==> src/rtl/led_7seg_if.sv <==
// led_7seg_if: pin bundle between the switch/display board pins and led_7seg.
//   I1, I2 : switch inputs (asynchronous to the display clock)
//   LED    : segment drive, active-low, [0]=a .. [6]=g, [7]=dp
//   SA     : digit select, active-low, one-cold
// slave  = display driver side (consumes switches, drives display)
// master = board/pin side (drives switches, observes display)
interface led_7seg_if;
  logic       I1;
  logic       I2;
  logic [7:0] LED;
  logic [3:0] SA;

  modport slave  (input  I1, I2, output LED, SA);
  modport master (output I1, I2, input  LED, SA);
endinterface

==> src/rtl/led_7seg.sv <==
// led_7seg: 4-digit multiplexed common-anode 7-segment driver for two switches.
//   digit0 = {I1,I2} as 0..3, digit1 = I1, digit2 = I2, digit3 = blank.
// Ports:
//   CLK : system clock, rising edge
//   RST : asynchronous active-high reset
//   io  : led_7seg_if.slave (I1, I2 in; LED[7:0], SA[3:0] out, both active-low)
// Parameters:
//   SCAN_DIV : clocks each digit stays selected (>=1)
// Build option:
//   LED7SEG_DP_EN : when defined, dp (LED[7]) is lit on digit0 while s1=s2=1;
//                   otherwise LED[7] stays 1.
module led_7seg #(
  parameter int SCAN_DIV = 1000
) (
  input  logic        CLK,
  input  logic        RST,
  led_7seg_if.slave   io
);

  localparam int CW = (SCAN_DIV > 1) ? $clog2(SCAN_DIV) : 1;

  typedef enum logic [1:0] {DIG0, DIG1, DIG2, DIG3} dig_t;

  // Segment patterns, active-low, dp off. Codes 4..7 mean blank.
  function automatic logic [7:0] glyph(input logic [2:0] code);
    case (code)
      3'd0:    glyph = 8'hC0;
      3'd1:    glyph = 8'hF9;
      3'd2:    glyph = 8'hA4;
      3'd3:    glyph = 8'hB0;
      default: glyph = 8'hFF;
    endcase
  endfunction

  logic          s1_meta, s1, s2_meta, s2;
  logic [CW-1:0] cnt;
  logic          wrap;
  dig_t          dig_q, dig_d;
  logic [2:0]    code;
  logic [7:0]    led_d, led_q;
  logic [3:0]    sa_d, sa_q;

  // Two-flop synchronizers; only s1/s2 feed the decoder.
  always_ff @(posedge CLK or posedge RST) begin
    if (RST) begin
      s1_meta <= 1'b0;
      s1      <= 1'b0;
      s2_meta <= 1'b0;
      s2      <= 1'b0;
    end else begin
      s1_meta <= io.I1;
      s1      <= s1_meta;
      s2_meta <= io.I2;
      s2      <= s2_meta;
    end
  end

  // Prescaler: counts 0..SCAN_DIV-1; wrap advances the scan.
  assign wrap = (cnt == CW'(SCAN_DIV - 1));

  always_ff @(posedge CLK or posedge RST) begin
    if (RST)       cnt <= '0;
    else if (wrap) cnt <= '0;
    else           cnt <= cnt + CW'(1);
  end

  // Scan sequencer state register.
  always_ff @(posedge CLK or posedge RST) begin
    if (RST) dig_q <= DIG0;
    else     dig_q <= dig_d;
  end

  // Next digit and the outputs that the output register will capture.
  always_comb begin
    dig_d = dig_q;
    code  = 3'd4;
    sa_d  = 4'b1111;
    if (wrap) begin
      case (dig_q)
        DIG0:    dig_d = DIG1;
        DIG1:    dig_d = DIG2;
        DIG2:    dig_d = DIG3;
        default: dig_d = DIG0;
      endcase
    end
    case (dig_q)
      DIG0: begin code = {1'b0, s1, s2};   sa_d = 4'b1110; end
      DIG1: begin code = {2'b00, s1};      sa_d = 4'b1101; end
      DIG2: begin code = {2'b00, s2};      sa_d = 4'b1011; end
      // Digit3 still takes its slot so every digit gets equal duty.
      default: begin code = 3'd4;          sa_d = 4'b0111; end
    endcase
    led_d = glyph(code);
`ifdef LED7SEG_DP_EN
    if (dig_q == DIG0 && s1 && s2) led_d[7] = 1'b0;
`endif
  end

  // Registered outputs keep SA glitch-free; SA only changes when dig_q does.
  always_ff @(posedge CLK or posedge RST) begin
    if (RST) begin
      led_q <= 8'hFF;
      sa_q  <= 4'b1111;
    end else begin
      led_q <= led_d;
      sa_q  <= sa_d;
    end
  end

  assign io.LED = led_q;
  assign io.SA  = sa_q;

endmodule

==> src/flat_wrapper.sv <==
// flat-port wrapper written by rule: the top's interface ports become plain ports
module led_7seg_flat 
#(
  parameter int SCAN_DIV = 1000
)
  (CLK, RST, io_I1, io_I2, io_LED, io_SA);
  led_7seg_if io_i ();
  input  logic CLK;
  input  logic RST;
  input wire logic [$bits(io_i.I1)-1:0] io_I1;
  input wire logic [$bits(io_i.I2)-1:0] io_I2;
  output wire logic [$bits(io_i.LED)-1:0] io_LED;
  output wire logic [$bits(io_i.SA)-1:0] io_SA;
  assign io_i.I1 = io_I1;
  assign io_i.I2 = io_I2;
  assign io_LED = io_i.LED;
  assign io_SA = io_i.SA;
  led_7seg #(.SCAN_DIV(SCAN_DIV)) u_core (.CLK(CLK), .RST(RST), .io(io_i));
endmodule
==> config.mk <==
export PLATFORM = sky130hd
export DESIGN_NAME = led_7seg_flat
export DESIGN_NICKNAME = d
export VERILOG_FILES = /design/src/rtl/led_7seg_if.sv /design/src/rtl/led_7seg.sv /design/src/flat_wrapper.sv
export SDC_FILE = /design/constraint.sdc
export NUM_CORES = 1
export LEC_CHECK = 0
export CAP_MARGIN = 25
export CORE_AREA = 2 2 100 54
export CTS_BUF_LIST = sky130_fd_sc_hd__clkbuf_8 sky130_fd_sc_hd__clkbuf_16
export CTS_CLUSTER_DIAMETER = 100
export CTS_CLUSTER_SIZE = 25
export DETAILED_ROUTE_END_ITERATION = 7
export DIE_AREA = 0 0 102 56
export GPL_TIMING_DRIVEN = 0
export PLACE_DENSITY_LB_ADDON = 0.08
export SLEW_MARGIN = 30
export SYNTH_ARGS = -nofsm -noshare
export SYNTH_HDL_FRONTEND = slang
export SYNTH_SLANG_ARGS = --single-unit
==> constraint.sdc <==
create_clock -name CLK -period 4.1 [get_ports CLK]
set_input_delay 0.615 -clock CLK [delete_from_list [all_inputs] [get_ports CLK]]
set_output_delay 0.615 -clock CLK [all_outputs]
set_load 0.01 [all_outputs]
# Yosys cells after proc, flatten, opt, wreduce, memory -nomap -nowiden
# Cells that the tools add are included.
dict set report totals {
  regBits 28
  output_inout_bits 12
  elab_cells 22
}
dict set report op_classes {
  n_addsub 1
  n_mux 5
  reduce_logical 2
  n_eq_ne 6
}
# operator n
set ops {}
lappend ops {{7-bit one-hot mux with 4 select lines} 1}
lappend ops {{4-bit one-hot mux with 3 select lines} 1}
lappend ops {{10-bit by 1-bit adder with 10-bit output (second input constant)} 1}
lappend ops {{10-bit == test (second input constant)} 1}
lappend ops {{10-bit 2-to-1 mux} 1}
lappend ops {{3-bit one-hot mux with 3 select lines} 1}
lappend ops {{3-bit by 2-bit == test with 1-bit output (second input constant)} 2}
lappend ops {{2-bit one-hot mux with 3 select lines} 1}
lappend ops {{3-bit by 1-bit == test with 1-bit output (second input constant)} 1}
lappend ops {{3-bit zero test} 1}
lappend ops {{2-bit by 1-bit == test with 1-bit output (second input constant)} 1}
lappend ops {{2-bit == test (second input constant)} 1}
lappend ops {{2-bit zero test} 1}

# Longest topological paths before layout
dict set report depth {
  depth_word 4
  mapped_depth 5
  ltp_nobuf 5
}

# Worst setup path before layout
# No wires, ideal clock.
dict set report synth_timing {
  path_type {register to register}
  start {reg u_core.cnt[0]}
  end {reg u_core.dig_q[0]}
  n_path_buf 0
  path_stages_with_launch 6
  arrival_time_ns 1.316
  synth_period_minus_slack_ns 1.398
  required_ns 4.018
  setup_slack_ns 2.702
  path_cell_list {dfrtp_1 ha_1 nand4_2 nor4_4 nor2_1 a31oi_1}
}
dict set report synth_between {
  elab_chain_cells 1
}
# item line_no
set synth_rtl {}
lappend synth_rtl {{from (decl)} led_7seg.sv:36} ;# logic [CW-1:0] cnt;
lappend synth_rtl {{from (signal assigned)} led_7seg.sv:64} ;# else cnt <= cnt + CW'(1);
lappend synth_rtl {{10-bit == test} led_7seg.sv:59} ;# assign wrap = (cnt == CW'(SCAN_DIV - 1));
lappend synth_rtl {{to (signal assigned)} led_7seg.sv:70} ;# else dig_q <= dig_d;
lappend synth_rtl {{to (decl)} led_7seg.sv:38} ;# dig_t dig_q, dig_d;
# Every way passes these cells.
# A chain may end at the register's enable or synchronous reset.

# Worst setup path in the final report
dict set report layout_timing {
  start {reg u_core.led_q[3] (netlist: u_core.io.LED[3])}
  end {out io_LED[3]}
}
# item line_no
set layout_rtl {}
lappend layout_rtl {{from (decl)} led_7seg.sv:40} ;# logic [7:0] led_d, led_q;
lappend layout_rtl {{from (signal assigned)} led_7seg.sv:105} ;# led_q <= led_d;
lappend layout_rtl {{to (decl)} flat_wrapper.sv:12} ;# output wire logic [$bits(io_i.LED)-1:0] io_LED;
# No word-level cell between the ends.

==> flow_metrics.tcl <==
set metrics [dict create \
    status "complete, no violations" \
    yosysUniqueCellTypes 30 \
    antenna_left 0 \
    worstSetupPathType "flip-flop to output pin" \
    fill_cells 515 \
    p_sw_mw 0.08814 \
    slew_headroom 0.6270 \
    synth.area.top_cells "dfrtp_1 36%, dfstp_2 24%, ha_1 6.8%" \
    required_ps 3480 \
    post_cts_resized 0 \
    avgSynthCellArea_sq_um 11.78 \
    cp_top_family "buffers and inverters" \
    wl_per_cell_um 11.13 \
    path_cells "buf_4 > clkdlybuf4s50_1" \
    drt_iter0_drc 29 \
    combPwrFrac 0.048 \
    worst_slew_pin_slew_ps 555.4 \
    cts_tree "done" \
    worstSetupStartpointType "flip-flop" \
    synthFlopType "dfrtp_1" \
    pre_cts_slack_ps 2373 \
    switching_share 0.2059 \
    drc 0 \
    start_util 0.2319 \
    p_seq_frac 0.618 \
    worst_clock_skew_ps 3.276 \
    root_buffer "clkbuf_8" \
    finalPower_mw 0.4281 \
    synth_warnings 0 \
    slowest_delay_ps 530 \
    die_area_sq_um 5712 \
    ir_drop_v 0.00008849 \
    maxCapViolations 0 \
    synth_nets 104 \
    numPortBuffers 14 \
    grt_pass1_wl_um 3346 \
    path_buf_inv 2 \
    rsz0062_at_grt "false" \
    finalCriticalPeriod_ps 2020 \
    ys_async_sr_fraction 1.000 \
    synth_common_cells "16 x dfrtp_1, 10 x dfstp_2, 7 x inv_1, 7 x nand2_1, 7 x nor2_1" \
    postCtsSetupRepairBufs 0 \
    clk_path_buf_depth 2 \
    grt_usage 0.07966 \
    fmax_mhz 495.0 \
    post-dp-hpwl_um 1516 \
    coreArea_sq_um 4775 \
    synth_area_sq_um 1107 \
    vias 680 \
    yosysMostFrequentCell "dfrtp_1" \
    crit_slowest_cell "dfstp_2" \
    dieHeight_um 56 \
    routed_wl_um 2026 \
    cts_buffers 3 \
    nets 123 \
    yosysSeqAreaShare 0.5989 \
    hold_viol_final 0 \
    die_w_um 102 \
    synth-edff-count 0 \
    routed_via_density 3.736 \
    clock_sinks 26 \
    fin_tns_setup_ps 0 \
    cp-end-kind "output pin" \
    timing.final.crit_share 0.4927 \
    powerDensity_nw_per_um2 310.2 \
    row_count 18 \
    h-tree-depth 1 \
    synth.largest_area_cell "dfrtp_1" \
    syn_inst 94 \
    timing.final.ws_setup_ps 2080 \
    placed_cells 178 \
    power.leakage_nw 0.6102 \
    final_util 0.2890 \
    n_antenna_cell 0 \
    finalSetupViolCount 0 \
    postCtsHoldBufs 0 \
    crit_fanout 2 \
    antenna_found_initial 0 \
    report.final.slew_viol_count 0 \
    drive_above_1_share 0.1964 \
    syn_to_final_growth_pct 24.63 \
    clkPwrFrac 0.334 \
    grt-ovfl-total 0 \
    clock_latency_ps 270 \
    intPower_mw 0.3400 \
    hold_path_class "flip-flop to flip-flop" \
    gp_congestion 0.6873 \
    synth_top_area_frac 0.3616 \
    grt_max_degree 27 \
    ys_seq_elements 26 \
    dr.pass1.iters 4 \
    finalNonFillerCells 182 \
    crit_arrival_ps 1410 \
    cts.reportedPaths.clkPinSlew_ps 90 \
    grt_pass1_vias 637 \
    io-pin-count 16 \
]
-- logic make-up (layout without fill, tap and decap cells) --
family / Yosys count / after routing / synth area share
mux: 2 / 2 / 0.01808
simple gates: 31 / 31 / 0.1627
other cells: 1 / 1 / 0.003387
xor+xnor: 4 / 4 / 0.03164
fa+ha+maj: 6 / 6 / 0.06779
compound gates: 12 / 12 / 0.06667
buf+inv: 12 / 30 / 0.05084
flops: 26 / 26 / 0.5989
-- power by group through the flow --
stage               Combinational [mW]  Clock [mW]  Sequential [mW]
finish                          0.0205       0.143            0.265
floorplan                      0.00830           0            0.270
CTS                             0.0212       0.152            0.265
global placement                0.0214           0            0.269
global route                    0.0229       0.168            0.265
detailed placement              0.0211           0            0.269
-- registers in the layout, summed over array words and instances, names as in the netlist --
| register | cells |
|---|---|
| u_core.dig_q | 2 |
| u_core.s1 | 1 |
| u_core.io.SA | 4 |
| u_core.s2_meta | 1 |
| u_core.s1_meta | 1 |
| u_core.io.LED | 6 |
| u_core.cnt | 10 |
| u_core.s2 | 1 |
-- layout by cell type (no fill, tap or decap), drive strengths merged --
cell type and count:
o22a 1, a21oi 4, buf 5, a211o 1, conb 1, a21o 1, inv 8, xnor2 2
clkdlybuf4s50 14, o21bai 1, or3 2, nand2 7, nor3 2, dfstp 10, and3 1, nor4 1
mux2i 2, nand4 2, nand4b 1, nand3 6, and4 1, xor2 2, dfrtp 16, a31oi 1
ha 6, nor2b 1, clkbuf 3, o21ai 3, nor2 7
-- final timing paths --
path                                             from                     endpoint  slack, ps  depth (start not counted)
max reg2reg                   u_core.cnt[0]$_DFF_PP0_  u_core.dig_q[0]$_DFFE_PP0N_       2420                          5
min reg2reg                  u_core.s2_meta$_DFF_PP0_          u_core.s2$_DFF_PP0_        360                          0
min in group asynchronous                         RST      u_core.cnt[9]$_DFF_PP0_        710                          2
max                        u_core.io.LED[3]$_DFF_PP1_                    io_LED[3]       2080                          2
max in group asynchronous                         RST   u_core.io.LED[1]$_DFF_PP1_       3010                          2
min                          u_core.s2_meta$_DFF_PP0_          u_core.s2$_DFF_PP0_        360                          0
-- layout make-up --
type,instances,area [sq um],area share
Clock inverter,1,3.754,0.002720
Timing Repair Buffer,14,140.1,0.1015
Clock buffer,3,41.29,0.02992
Buffer,5,30.03,0.02176
Sequential cell,26,663.1,0.4805
Inverter,7,26.28,0.01904
Tap cell,70,87.58,0.06346
Multi-Input combinational cell,56,387.9,0.2811
-- per-stage QoR --
stage | cell area (sq um) | hold slack (ps)
after global placement | 1335 | 331.3
after detailed placement | 1335 | 340.2
final | 1380 | 360.7
after floorplan | 1107 | 331.2
after global routing | 1380 | 378.7
after CTS | 1380 | 362.0
-- metal layers --
metal / track usage / routed length [um] / vias to the layer above / share of wire
met4: 0.02857 / 14 / 0 / 0.0069
met3: 0.03518 / 138 / 2 / 0.068
met1: 0.1306 / 1179 / 312 / 0.58
met5: 0 / 0 / - / 0
met2: 0.08365 / 692 / 19 / 0.34
li1: - / - / 347 / -
No activity file was read; power rests on OpenSTA's default activity.
